==> config.mk <==
export PLATFORM = sky130hd
export DESIGN_NAME = pwm_wr_arbiter
export DESIGN_NICKNAME = d
export VERILOG_FILES = /design/src/rtl/pwm_arb_pkg.sv /design/src/rtl/pwm_rr_pick.sv /design/src/rtl/pwm_wr_arbiter.sv
export SDC_FILE = /design/constraint.sdc
export NUM_CORES = 1
export LEC_CHECK = 0
export CORE_MARGIN = 1
export CORE_UTILIZATION = 39
export CTS_CLUSTER_DIAMETER = 150
export DETAILED_ROUTE_END_ITERATION = 7
export MAX_ROUTING_LAYER = met4
export PLACE_DENSITY = 0.85
export SETUP_SLACK_MARGIN = 0.02
export SLEW_MARGIN = 20
export SYNTH_ARGS = -nofsm -noshare
export SYNTH_HDL_FRONTEND = slang
export SYNTH_HIERARCHICAL = 1
export SYNTH_SLANG_ARGS = --single-unit
==> constraint.sdc <==
create_clock -name clk -period 5.6 [get_ports clk]
set_clock_uncertainty 0.1 [all_clocks]
set_input_delay 1.68 -clock clk [delete_from_list [all_inputs] [get_ports clk]]
set_output_delay 1.68 -clock clk [all_outputs]
set_load 0.005 [all_outputs]
==> src/rtl/pwm_arb_pkg.sv <==
// pwm_arb_pkg: shared types, defaults and helpers for the PWM write arbiter.
// Build option PWM_ARB_TIMEOUT_EN is consumed by pwm_wr_arbiter.
package pwm_arb_pkg;

    typedef enum logic [1:0] {
        IDLE  = 2'd0,
        GRANT = 2'd1,
        XFER  = 2'd2
    } arb_state_e;

    localparam int unsigned NUM_REQ_DEF     = 4;
    localparam int unsigned FIFO_W_DEF      = 8;
    localparam int unsigned CFG_W_DEF       = 32;
    localparam int unsigned BURST_MAX_DEF   = 16;
    localparam int unsigned TIMEOUT_CYC_DEF = 64;

    function automatic int unsigned idx_w(input int unsigned n);
        return (n > 1) ? $clog2(n) : 1;
    endfunction

    // (a + b) mod n for a, b < n
    function automatic int unsigned wrap_add(
        input int unsigned a,
        input int unsigned b,
        input int unsigned n
    );
        int unsigned s;
        s = a + b;
        return (s >= n) ? s - n : s;
    endfunction

endpackage

==> src/rtl/pwm_rr_pick.sv <==
// pwm_rr_pick: combinational round-robin picker.
// Returns the first set request at or above ptr, wrapping past N-1.
module pwm_rr_pick
    import pwm_arb_pkg::*;
#(
    parameter int unsigned N  = NUM_REQ_DEF,
    parameter int unsigned IW = idx_w(N)
) (
    input  logic [N-1:0]  req,
    input  logic [IW-1:0] ptr,
    output logic [IW-1:0] winner,
    output logic          any
);

    // Scan from farthest to nearest so the nearest set bit wins.
    always_comb begin
        winner = '0;
        any    = 1'b0;
        for (int k = N - 1; k >= 0; k--) begin
            if (req[wrap_add(int'(ptr), k, N)]) begin
                winner = IW'(wrap_add(int'(ptr), k, N));
                any    = 1'b1;
            end
        end
    end

endmodule

==> src/rtl/pwm_wr_arbiter.sv <==
// pwm_wr_arbiter: round-robin owner of one PWM write FIFO and config bus.
// Define PWM_ARB_TIMEOUT_EN to revoke a grant from an idle owner.
module pwm_wr_arbiter
    import pwm_arb_pkg::*;
#(
    parameter int unsigned NUM_REQ           = NUM_REQ_DEF,
    parameter int unsigned PWM_FIFO_WIDTH    = FIFO_W_DEF,
    parameter int unsigned CONFIG_DATA_WIDTH = CFG_W_DEF,
    parameter int unsigned BURST_MAX         = BURST_MAX_DEF,
    parameter int unsigned TIMEOUT_CYC       = TIMEOUT_CYC_DEF,
    localparam int unsigned IW               = idx_w(NUM_REQ)
) (
    input  logic                              clk,
    input  logic                              rst_n,
    input  logic [NUM_REQ-1:0]                req_valid,
    input  logic [NUM_REQ-1:0]                req_last,
    input  logic [NUM_REQ*PWM_FIFO_WIDTH-1:0] req_data,
    input  logic [NUM_REQ*CONFIG_DATA_WIDTH-1:0] req_cfg,
    output logic [NUM_REQ-1:0]                req_ready,
    input  logic                              fifo_afull,
    output logic                              wr_fifo_enable,
    output logic [PWM_FIFO_WIDTH-1:0]         wr_fifo_data,
    output logic [CONFIG_DATA_WIDTH-1:0]      pwm_config_data,
    output logic                              cfg_update,
    output logic [IW-1:0]                     grant_id,
    output logic                              busy,
    output logic                              timeout
);

    localparam int unsigned BW = idx_w(BURST_MAX);
    localparam logic [BW-1:0] BEAT_LAST = BW'(BURST_MAX - 1);
    localparam logic [IW-1:0] ID_LAST = IW'(NUM_REQ - 1);

    if (NUM_REQ < 2 || NUM_REQ > 8 || TIMEOUT_CYC < 1 ||
        BURST_MAX < 1 || (BURST_MAX & (BURST_MAX - 1)) != 0)
    begin : g_bad_cfg
        $error("pwm_wr_arbiter: unsupported parameter set");
    end

    arb_state_e state_q, state_d;

    logic [IW-1:0] grant_q, grant_d;
    logic [IW-1:0] rr_ptr_q, rr_ptr_d;
    logic [IW-1:0] pick_id, next_ptr;
    logic          pick_any;
    logic [BW-1:0] beat_q, beat_d;

    logic owner_valid, owner_last;
    logic hs, burst_done, to_fire;

    logic [PWM_FIFO_WIDTH-1:0]    owner_data, wr_data_q;
    logic [CONFIG_DATA_WIDTH-1:0] owner_cfg, cfg_q;
    logic                         wr_en_q, cfg_upd_q, timeout_q;

    assign owner_valid = req_valid[grant_q];
    assign owner_last  = req_last[grant_q];
    assign owner_data  =
        req_data[grant_q*PWM_FIFO_WIDTH +: PWM_FIFO_WIDTH];
    assign owner_cfg   =
        req_cfg[grant_q*CONFIG_DATA_WIDTH +: CONFIG_DATA_WIDTH];
    assign next_ptr    = (grant_q == ID_LAST) ? '0 : grant_q + 1'b1;

    pwm_rr_pick #(
        .N  (NUM_REQ),
        .IW (IW)
    ) u_pick (
        .req    (req_valid),
        .ptr    (rr_ptr_q),
        .winner (pick_id),
        .any    (pick_any)
    );

`ifdef PWM_ARB_TIMEOUT_EN
    localparam int unsigned TW = idx_w(TIMEOUT_CYC);
    localparam logic [TW-1:0] TO_LAST = TW'(TIMEOUT_CYC - 1);

    logic [TW-1:0] to_cnt_q, to_cnt_d;

    // Only cycles where the owner shows no valid count; afull stalls do not.
    always_comb begin
        to_cnt_d = '0;
        to_fire  = 1'b0;
        if (state_q == XFER && !owner_valid) begin
            if (to_cnt_q == TO_LAST) begin
                to_fire = 1'b1;
            end else begin
                to_cnt_d = to_cnt_q + 1'b1;
            end
        end
    end

    always_ff @(posedge clk or negedge rst_n) begin
        if (!rst_n) begin
            to_cnt_q <= '0;
        end else begin
            to_cnt_q <= to_cnt_d;
        end
    end
`else
    assign to_fire = 1'b0;
`endif

    always_comb begin
        state_d    = state_q;
        grant_d    = grant_q;
        rr_ptr_d   = rr_ptr_q;
        beat_d     = beat_q;
        req_ready  = '0;
        hs         = 1'b0;
        burst_done = 1'b0;
        unique case (state_q)
            IDLE: begin
                if (pick_any) begin
                    grant_d = pick_id;
                    state_d = GRANT;
                end
            end
            GRANT: begin
                state_d = XFER;
            end
            XFER: begin
                req_ready[grant_q] = !fifo_afull;
                hs = owner_valid && !fifo_afull;
                if (hs) begin
                    if (owner_last || beat_q == BEAT_LAST) begin
                        burst_done = 1'b1;
                    end else begin
                        beat_d = beat_q + 1'b1;
                    end
                end
                if (burst_done || to_fire) begin
                    state_d  = IDLE;
                    beat_d   = '0;
                    rr_ptr_d = next_ptr;
                end
            end
            default: begin
                state_d = IDLE;
            end
        endcase
    end

    always_ff @(posedge clk or negedge rst_n) begin
        if (!rst_n) begin
            state_q   <= IDLE;
            grant_q   <= '0;
            rr_ptr_q  <= '0;
            beat_q    <= '0;
            wr_en_q   <= 1'b0;
            wr_data_q <= '0;
            cfg_q     <= '0;
            cfg_upd_q <= 1'b0;
            timeout_q <= 1'b0;
        end else begin
            state_q   <= state_d;
            grant_q   <= grant_d;
            rr_ptr_q  <= rr_ptr_d;
            beat_q    <= beat_d;
            wr_en_q   <= hs;
            cfg_upd_q <= (state_q == GRANT);
            timeout_q <= to_fire;
            if (hs) begin
                wr_data_q <= owner_data;
            end
            // New config lands together with its update pulse.
            if (state_q == GRANT) begin
                cfg_q <= owner_cfg;
            end
        end
    end

    assign wr_fifo_enable  = wr_en_q;
    assign wr_fifo_data    = wr_data_q;
    assign pwm_config_data = cfg_q;
    assign cfg_update      = cfg_upd_q;
    assign grant_id        = grant_q;
    assign busy            = (state_q != IDLE);
    assign timeout         = timeout_q;

endmodule

Yosys cells after proc, flatten, opt, wreduce, memory -nomap -nowiden
Index checks and enable logic that the tools add are counted.
{"block": "op_classes", "n_addsub": 9, "magnitude_cmp": 10, "eq_ne": 7, "shifts": 2, "n_mux": 38, "bitwise_logic": 1, "n_reduce_logical": 11}
{"op": "$lt 32x3->1 const B", "n": 4}
{"op": "$mux 32", "n": 4}
{"op": "$shiftx 128x8->32", "n": 1}
{"op": "$ge 32x3->1 const B", "n": 3}
{"op": "$sub 32x3->32 const B", "n": 3}
{"op": "$shiftx 32x6->8", "n": 1}
{"op": "$mux 4", "n": 4}
{"op": "$mux 1", "n": 15}
{"op": "$mux 2", "n": 7}
{"op": "$bmux 1 s2", "n": 6}
{"op": "$add 2x2->3 const B", "n": 2}
{"op": "$pmux 2 s3", "n": 1}
{"op": "$reduce_and 2->1", "n": 3}
{"op": "$add 4x1->4 const B", "n": 1}
{"op": "$and 4x4->4", "n": 1}
{"op": "$eq 2x2->1 const B", "n": 2}
{"op": "$eq 4x4->1 const B", "n": 1}
{"op": "$ne 2x2->1 const B", "n": 2}
{"op": "$reduce_bool 2->1", "n": 2}
{"op": "$sub 2x3->4 const B", "n": 1}
{"op": "$add 2x1->3 const B", "n": 1}
{"op": "$ge 2x3->1 const B", "n": 1}
{"op": "$lt 2x3->1 const B", "n": 1}
{"op": "$reduce_and 3->1", "n": 1}
{"op": "9 further kinds", "n": 10}
{"block": "word_totals", "reg_bits": 52, "inputBits": 171, "output_inout_bits": 50, "word_cells": 86}

Depth between registers and ports, before layout
{"block": "logic_depth", "ltp_word": 11, "ltp_mapped": 6, "depth_no_buf": 4}

By module
Netlist, hierarchy kept.
{"module": "pwm_wr_arbiter", "instances": 1, "cells_per_inst": 195, "area_per_inst_um2": 3153.0}
{"module": "pwm_rr_pick", "instances": 1, "cells_per_inst": 12, "area_per_inst_um2": 72.6}

Worst setup path before layout
No wires, ideal clock.
{"block": "synth_timing", "path_kind": "input -> output", "startpoint": "in fifo_afull", "endpoint": "out req_ready[0]", "arrival_time_ps": 2204, "setup_slack_ps": 1616, "cell_stages": 2, "path_cell_list": "nor3b_2 and2_1"}
{"block": "synth_between", "elab_chain_cells": 3}
{"element": "start: declaration", "line": "pwm_wr_arbiter.sv:20", "text": "input logic fifo_afull,"}
{"element": "$logic_not 1->1", "line": "pwm_wr_arbiter.sv:122", "text": "req_ready[grant_q] = !fifo_afull;"}
{"element": "$and 4x4->4 (no source line)"}
{"element": "$mux 4", "line": "pwm_wr_arbiter.sv:111", "text": "unique case (state_q)"}
{"element": "end: declaration", "line": "pwm_wr_arbiter.sv:19", "text": "output logic [NUM_REQ-1:0] req_ready,"}
No other way between the ends.

Final worst setup path
Same ends and word-level chain as after synthesis.

==> impl_metrics.ini <==
[critical_path]
crit_top_cell = clkdlybuf4s50_1
crit_path_cell_trace = clkdlybuf4s50_1 -> nor3b_2 -> and2_1 -> clkdlybuf4s50_1
cp_max_fo = 9
crit_path_end_kind = output port
crit_start = fifo_afull
crit_required_ns = 3.82
crit_buf_inv = 2
cp_slowest_cell = nor3b_2
slowest_delay_ns = 0.51
critical-path-top-delay-family = buffers and inverters
rr_startpoint = grant_id[0]$_DFFE_PN0P_
crit_type = in -> out
arrival_ns = 3.38
startpoint_type = input port

[yosys]
netlist_area_sq_um = 3230
synth_flop_cell = dfrtp_1
ys_warn_count = 6
synth.avg_cell_area_sq_um = 15.6
syn-num-nets = 383
seq_area_frac_synth_pct = 40.3
synthCells = 207
ys_async_sr_fraction_pct = 100
synth_edf_count = 0
synth_cell_types = 41
synth_seq_cells = 52

[detailed_routing]
post_drt_wl_per_cell_microns = 18.4
via_count = 2780
dr.pass1.iters = 4
wl_microns = 9610
post-route-drc-count = 0
drtIter0Drc = 53
final_antenna_net_count = 0
vias_per_cell = 5.32

[clock_tree]
h-tree-depth = 2
clkSinkCount = 52
insertion_delay_ns = 0.29
cts_buffers = 5
cts_tree = built
cts_root_buf = clkbuf_8
clk_pin_slew_ns = 0.09
cts_buffer_depth = 2
post_cts_buffers = 0
holdBufCountCts = 0
postCtsResizedCells = 0

[timing]
min_period_ns = 5.16
fin_tns_setup_ns = 0
timing.fmax_mhz = 194
finalCritPeriodShare_pct = 92.1
tightest_slew_ns = 0.943
rsz0062_at_grt = no
slew_violations = 0
slew_headroom_pct = 37.0
setup_viol = 0
hold_viol = 0

[floorplanning]
fp.dieArea_sq_um = 8640
placeableCoreArea_sq_um = 7850
die_h_microns = 92.9
start_util_pct = 41.1
ios = 221
rows = 32
fp.dieW_microns = 92.9

[grt]
grt_pass1_vias = 3043
antenna_found_initial = 0
grt_overflow = 0
grt_pass1_wl_microns = 15100
grt_max_degree = 53
grt.total_usage_pct = 23.5

[flow_run]
max_cap_violations = 0

[cells_and_area]
fin_nets = 596
areaGrowthSynthToFinish_pct = 73.5
final_cell_mix = clkdlybuf4s50_1, dfrtp_1, mux4_2
fill_cells = 560
instances_no_fill = 523
drive_above_1_share_pct = 24.9
final_common_cell = clkdlybuf4s50_1
num_antenna_cells = 0

[hold_path]
hp-start = pwm_config_data[23]$_DFFE_PN0P_
hp-class = reg -> reg

[outcome]
status = complete, no violations

[placement]
globalplace.congestion = 0.736
dp_cells = 515
dp_hpwl_microns = 7700
portBuffers = 219

[power_and_ir_drop]
peakVddDrop_v = 0.000318
leakage_nw = 2.16
p_per_area_nw_per_um2 = 417
-- synth_stat cells (2+ instances only) --
master    instances  area [sq um]
dfrtp_1          52          1300
mux4_2           42           946
mux2_2           37           417
mux2_4            7           105
buf_2             5          25.0
clkbuf_1          5          18.8
ha_1              5          62.6
inv_1             5          18.8
and2_1            4          25.0
nor2_1            4          15.0
a21oi_1           3          15.0
buf_1             3          11.3
buf_6             2          22.5
mux2i_1           2          20.0
nand3_1           2          10.0
nand4b_1          2          17.5
nor3b_1           2          15.0
o211ai_1          2          15.0
-- per-layer routing --
| metal | vias up | GRT usage, % | part of all wire (%) |
|---|---|---|---|
| li1 | 1241 | - | - |
| met3 | 12 | 4.19 | 6.8 |
| met2 | 145 | 44.6 | 56 |
| met1 | 1382 | 25.4 | 35 |
| met4 | 0 | 5.13 | 1.5 |
| met5 | - | - | 0 |
-- final timing paths --
check                                                  end  slack (ns)  cells past startpoint
setup / recovery                              req_ready[0]        0.44                      4
setup reg to reg                   rr_ptr_q[1]$_DFFE_PN0P_        2.93                      4
hold / removal             pwm_config_data[23]$_DFFE_PN0P_        0.41                      1
max in group asynchronous          grant_id[1]$_DFFE_PN0P_        3.55                      2
hold reg to reg            pwm_config_data[23]$_DFFE_PN0P_        0.41                      1
min in group asynchronous   pwm_config_data[0]$_DFFE_PN0P_        1.38                      2
-- report_power, final --
part	switching [mW]	total, mW	internal (mW)
registers	0.129	0.695	0.565
logic	0.477	1.39	0.908
clock network	0.119	0.251	0.133
total	0.724	2.33	1.61
-- cell type report --
cell class                      instances  area, sq um  area share, %
Timing Repair Buffer                  222         2210           39.5
Multi-Input combinational cell        133         1820           32.6
Sequential cell                        52         1300           23.3
Tap cell                              102          128           2.28
Clock buffer                            6         72.6           1.30
Clock inverter                          2         35.0          0.626
Inverter                                6         22.5          0.403
-- logic make-up (layout without fill, tap and decap cells) --
family | after synthesis | in the layout | share of synthesized area (%)
AND/OR/NAND/NOR | 26 | 26 | 5.20
XOR/XNOR | 1 | 1 | 0.272
buffers and inverters | 22 | 236 | 3.34
flip-flops | 52 | 52 | 40.3
adder cells (fa/ha/maj) | 5 | 5 | 1.94
multiplexers | 88 | 88 | 46.1
other | 1 | 1 | 0.116
AO/OA/AOI/OAI | 12 | 12 | 2.68
-- state kept, by name, summed over array words and instances (netlist names) --
name	flops
pwm_config_data	32
wr_fifo_data	8
beat_q	4
grant_id	2
rr_ptr_q	2
state_q	2
cfg_update	1
wr_fifo_enable	1
-- worst register-to-register path, stage by stage (launching register included) --
cell	delay (ns)
dfrtp_2	0.45
buf_4	0.67
mux4_2	0.68
o211ai_1	0.30
mux2_2	0.37
-- per-stage QoR --
| stage | instance area [sq um] | util, % | hold slack, ns | setup WS, ns | power (mW) |
|---|---|---|---|---|---|
| floorplan | 3230 | - | 0.397 | 1.62 | 1.48 |
| global placement | 5490 | 69.9 | 0.388 | 0.529 | 2.07 |
| detailed placement | 5490 | 69.9 | 0.395 | 0.465 | 2.11 |
| CTS | 5600 | 71.3 | 0.415 | 0.465 | 2.37 |
| global route | 5600 | 71.3 | 0.427 | 0.354 | 2.48 |
| finish | 5600 | 71.3 | 0.412 | 0.444 | 2.33 |
No activity file was read; power rests on OpenSTA's default activity.
==> RTL change 1 (config.mk and constraints unchanged) <==
Encoding of `arb_state_e`: now one-hot (3 bits for 3 states).
--- a/src/rtl/pwm_arb_pkg.sv
+++ b/src/rtl/pwm_arb_pkg.sv
@@ -4,6 +4,6 @@
 
-    typedef enum logic [1:0] {
-        IDLE  = 2'd0,
-        GRANT = 2'd1,
-        XFER  = 2'd2
+    typedef enum logic [2:0] {
+        IDLE  = 3'b001,
+        GRANT = 3'b010,
+        XFER  = 3'b100
     } arb_state_e;
Formal check against the unedited RTL: same outputs for any inputs over 4 cycles, from zero or initial values and one cycle with rst_n low; so few cycles prove little.
==> RTL change 1 against the unedited design <==
- worst setup slack better by 36 ps
- sequential power increased by 5.2%
- total power down 11%
- via count down 0.83%
- cell area shrank 0.16%
- wire length down 3.6%
- area after synthesis is 0.27% higher
- non-clock buffer count up 1
- sequential cell count up 1
- fmax is 0.70% higher
- largest cell class unchanged
- largest power group unchanged
- highest routed layer unchanged
==> RTL change 1: results <==
[place]
dpl.hpwl_um = 7520
numPortBuffers = 219
pre_cts_ws_ps = 467
placedCellCount = 515
place_congestion = 0.844

[worst_setup_path]
r2r_slack_ps = 2640
crit_fanout = 9
rr_endpoint = wr_fifo_data[7]
rr_worst_depth = 4
arrival_ps = 3340
worstReg2RegStart = grant_id[0]

[routing]
drtIter0Drc = 22
num_vias = 2757
firstDrtPassIters = 5
wirelength_um = 9260
routed_via_density = 5.27

[worst_hold_path]
holdPathStages = 1
whs_endpoint = wr_fifo_data[1]
hold_path_class = reg2reg
timing.hold.worst.start = wr_fifo_data[1]

[yosys]
synth_edf_count = 0
synth_top_cell_area_share_pct = 40.2
ys_warn_count = 6
synthTopCellsByCount = dfrtp_1 (52), mux4_2 (42), mux2_2 (37)
yosysSeqAreaShare_pct = 41.0
synthDistinctLibCells = 40
syn-num-nets = 381
yosys-top-cells-area = dfrtp_1 (40%), mux4_2 (29%), mux2_2 (13%), mux2_1 (2.1%), ha_1 (1.9%)
synth_area_per_cell_um2 = 15.8
async_reset_ff_share_pct = 100

[global_route]
grt_pass1_wl_um = 14800
grtUsageTotal_pct = 23.2
grt_max_degree = 54
grt_pass1_vias = 3188

[layout]
largest_reg_flops = 32
layout-drive-gt1-share_pct = 24.2
synthToLayoutAreaGrowth_pct = 72.7
fill_cells = 589
antenna_cells = 0

[clocking]
insertion_delay_ps = 300
post_cts_buffers = 0
htreeDepth = 2
cts_resized = 0
clk_pin_slew_ps = 90
cts_buffers = 5

[pwr]
p_leak_nw = 2.15
p_int_w = 0.00143
ir_drop_v = 0.000177

[timing]
tightest_slew_ps = 825

[run_status]
outcome = finished, final reports clean
RTL change 1: routing by layer:
| metal | up-vias | GRT usage [%] | share of wire (%) |
|---|---|---|---|
| met2 | 121 | 44.5 | 57 |
| met4 | 0 | 5.51 | 1.4 |
| met3 | 10 | 5.04 | 6.0 |
| met1 | 1382 | 24.1 | 35 |
| li1 | 1244 | - | - |
| met5 | - | - | 0 |
RTL change 1: how the worst max path moves through the flow:
| stage | from | to | slack (ps) | cells past startpoint |
|---|---|---|---|---|
| after floorplan | fifo_afull | req_ready[0] | 1580 | 2 |
| after global placement | fifo_afull | req_ready[2] | 490 | 4 |
| after detailed placement | fifo_afull | req_ready[1] | 470 | 4 |
| after CTS | fifo_afull | req_ready[1] | 470 | 4 |
| after global routing | fifo_afull | req_ready[0] | 410 | 4 |
| final | fifo_afull | req_ready[1] | 480 | 4 |
RTL change 1: logic make-up after synthesis:
family / synth area share, %
AO/OA/AOI/OAI: 3.44
adder cells (fa/ha/maj): 1.93
buffers and inverters: 3.17
flip-flops: 41.0
multiplexers: 44.5
other: 0.116
AND/OR/NAND/NOR: 5.76
RTL change 1: power groups by stage:
stage	registers (W)	clock network [W]	logic (W)
2_1_floorplan	0.000679	0	0.000631
3_3_place_gp	0.000731	0	0.00112
3_5_place_dp	0.000744	0	0.00115
4_1_cts	0.000738	0.000215	0.00116
5_1_grt	0.000769	0.000233	0.00121
6_report	0.000731	0.000208	0.00113
RTL change 1: area by class of cell:
| cell class | instances | area [um^2] | area share [%] |
|---|---|---|---|
| repair buffers | 223 | 2220 | 39.7 |
| clock inverters | 2 | 10.0 | 0.179 |
| inverters | 5 | 18.8 | 0.336 |
| flip-flops and latches | 53 | 1330 | 23.8 |
| multi-input cells | 132 | 1810 | 32.4 |
| well taps | 102 | 128 | 2.28 |
| clock buffers | 6 | 72.6 | 1.30 |
RTL change 1: per-stage QoR:
stage | util (%) | hold WS [ps] | cell area, um^2
CTS | 70.8 | 407 | 5590
global placement | 69.8 | 374 | 5500
floorplan | - | 377 | 3230
finish | 70.8 | 403 | 5590
detailed placement | 69.8 | 385 | 5500
global route | 70.8 | 430 | 5590
RTL change 1: critical path, stage by stage:
cell and delay (ps):
clkdlybuf4s50_1 470, nor4b_4 470, and2_1 210, clkdlybuf4s50_1 500
==> RTL change 2 (same settings) <==
Without the edit above. Set the package constant `FIFO_W_DEF` to 10 (it was 8).
--- a/src/rtl/pwm_arb_pkg.sv
+++ b/src/rtl/pwm_arb_pkg.sv
@@ -11,3 +11,3 @@
     localparam int unsigned NUM_REQ_DEF     = 4;
-    localparam int unsigned FIFO_W_DEF      = 8;
+    localparam int unsigned FIFO_W_DEF      = 10;
     localparam int unsigned CFG_W_DEF       = 32;
Interface: changed (resized req_data and wr_fifo_data); port bits go from 221 to 231. No check against the original RTL was run, so the function may have changed too.
==> RTL change 2 against the unedited design <==
- critical path depth stayed put
- combinational power fell by 6%
- cell area is 3.3% higher
- synthesized cell count increased by 2.9%
- cell count up 3.4%
- worst setup slack worse by 2.0 ps
- critical path type unchanged
- die area is 2.2% higher
- global-route usage shrank 0.89 points
- fmax hardly changed
- area after synthesis is 2.2% higher
- wire length rose by 2.4%
- largest cell class unchanged
- sequential cell count grew 2
- total power decreased by 0.72%
==> RTL change 2: results <==
[worst_setup_path]
worst_path_largest_cell_delay_ps = 540
worstSetupEndpoint = req_ready[1]
crit_fanout = 5
rr_endpoint = pwm_config_data[30]
rr_worst_depth = 3
r2r_slack_ps = 3280

[yosys]
synth-xor-area-share_pct = 0.266
synth_fa_ha_area_share_pct = 1.90
muxShareOfSynthArea_pct = 46.0
synthTopCellsByCount = dfrtp_1 (54), mux4_2 (44), mux2_2 (34)
synthDistinctLibCells = 35
syn-instance-count = 213
synth_compound_area_share_pct = 3.34
yosysSeqAreaShare_pct = 41.0
yosys-top-cells-area = dfrtp_1 (41%), mux4_2 (30%), mux2_2 (12%), mux2_4 (3.6%), ha_1 (1.9%)

[place]
dpl.hpwl_um = 8080
place_congestion = 0.857
numPortBuffers = 229
placedCellCount = 534

[pwr]
clockPowerShare_pct = 11.3
p_sw_share_pct = 30.4
ir_drop_v = 0.000175
p_leak_nw = 2.23
pg_seq_w = 0.000753

[routing]
route.detailed.wl_per_inst_um = 18.2
num_vias = 2827
drtIter0Drc = 97

[global_route]
grt_pass1_vias = 2925

[run_status]
outcome = finished, final reports clean

[layout]
fill_cells = 568
num-nets-final = 620

[timing]
relSlewSlack_pct = 38.4
## RTL change 2: how the worst min path moves through the flow
stage	start	to	slack [ps]
after floorplan	beat_q[3]	beat_q[3]	350
after global placement	beat_q[3]	beat_q[3]	360
after detailed placement	pwm_config_data[2]	pwm_config_data[2]	390
after CTS	pwm_config_data[29]	pwm_config_data[29]	420
after global routing	pwm_config_data[2]	pwm_config_data[2]	420
final	wr_fifo_data[9]	wr_fifo_data[9]	410
## RTL change 2: layout make-up
class | count | share of cell area, %
Clock buffer | 6 | 1.43
Clock inverter | 1 | 0.520
Inverter | 6 | 0.433
Multi-Input combinational cell | 137 | 31.9
Sequential cell | 54 | 23.5
Tap cell | 105 | 2.27
Timing Repair Buffer | 232 | 40.0
## RTL change 2: routing by layer
| metal | routed length, um | up-vias | GRT usage (%) | part of all wire (%) |
|---|---|---|---|---|
| met5 | 0 | - | - | 0 |
| met4 | 118 | 0 | 5.26 | 1.2 |
| met3 | 855 | 8 | 5.83 | 8.7 |
| met2 | 5290 | 144 | 40.6 | 54 |
| met1 | 3570 | 1398 | 25.1 | 36 |
| li1 | - | 1277 | - | - |
## RTL change 2: stage by stage
step	cell area [um^2]	setup WS (ps)	utilization (%)	power, W	hold WS [ps]
after floorplan	3300	1510	-	0.00144	348
after global placement	5670	553	69.0	0.00204	362
after detailed placement	5670	454	69.0	0.00208	395
after CTS	5780	454	70.3	0.00235	416
after global routing	5780	333	70.3	0.00247	424
final	5780	442	70.3	0.00231	411
## RTL change 2: worst register-to-register path, cell delays in order, from the launching register on
cell     delay, ps
dfrtp_4        670
buf_4          560
mux4_2         610
mux2_2         280
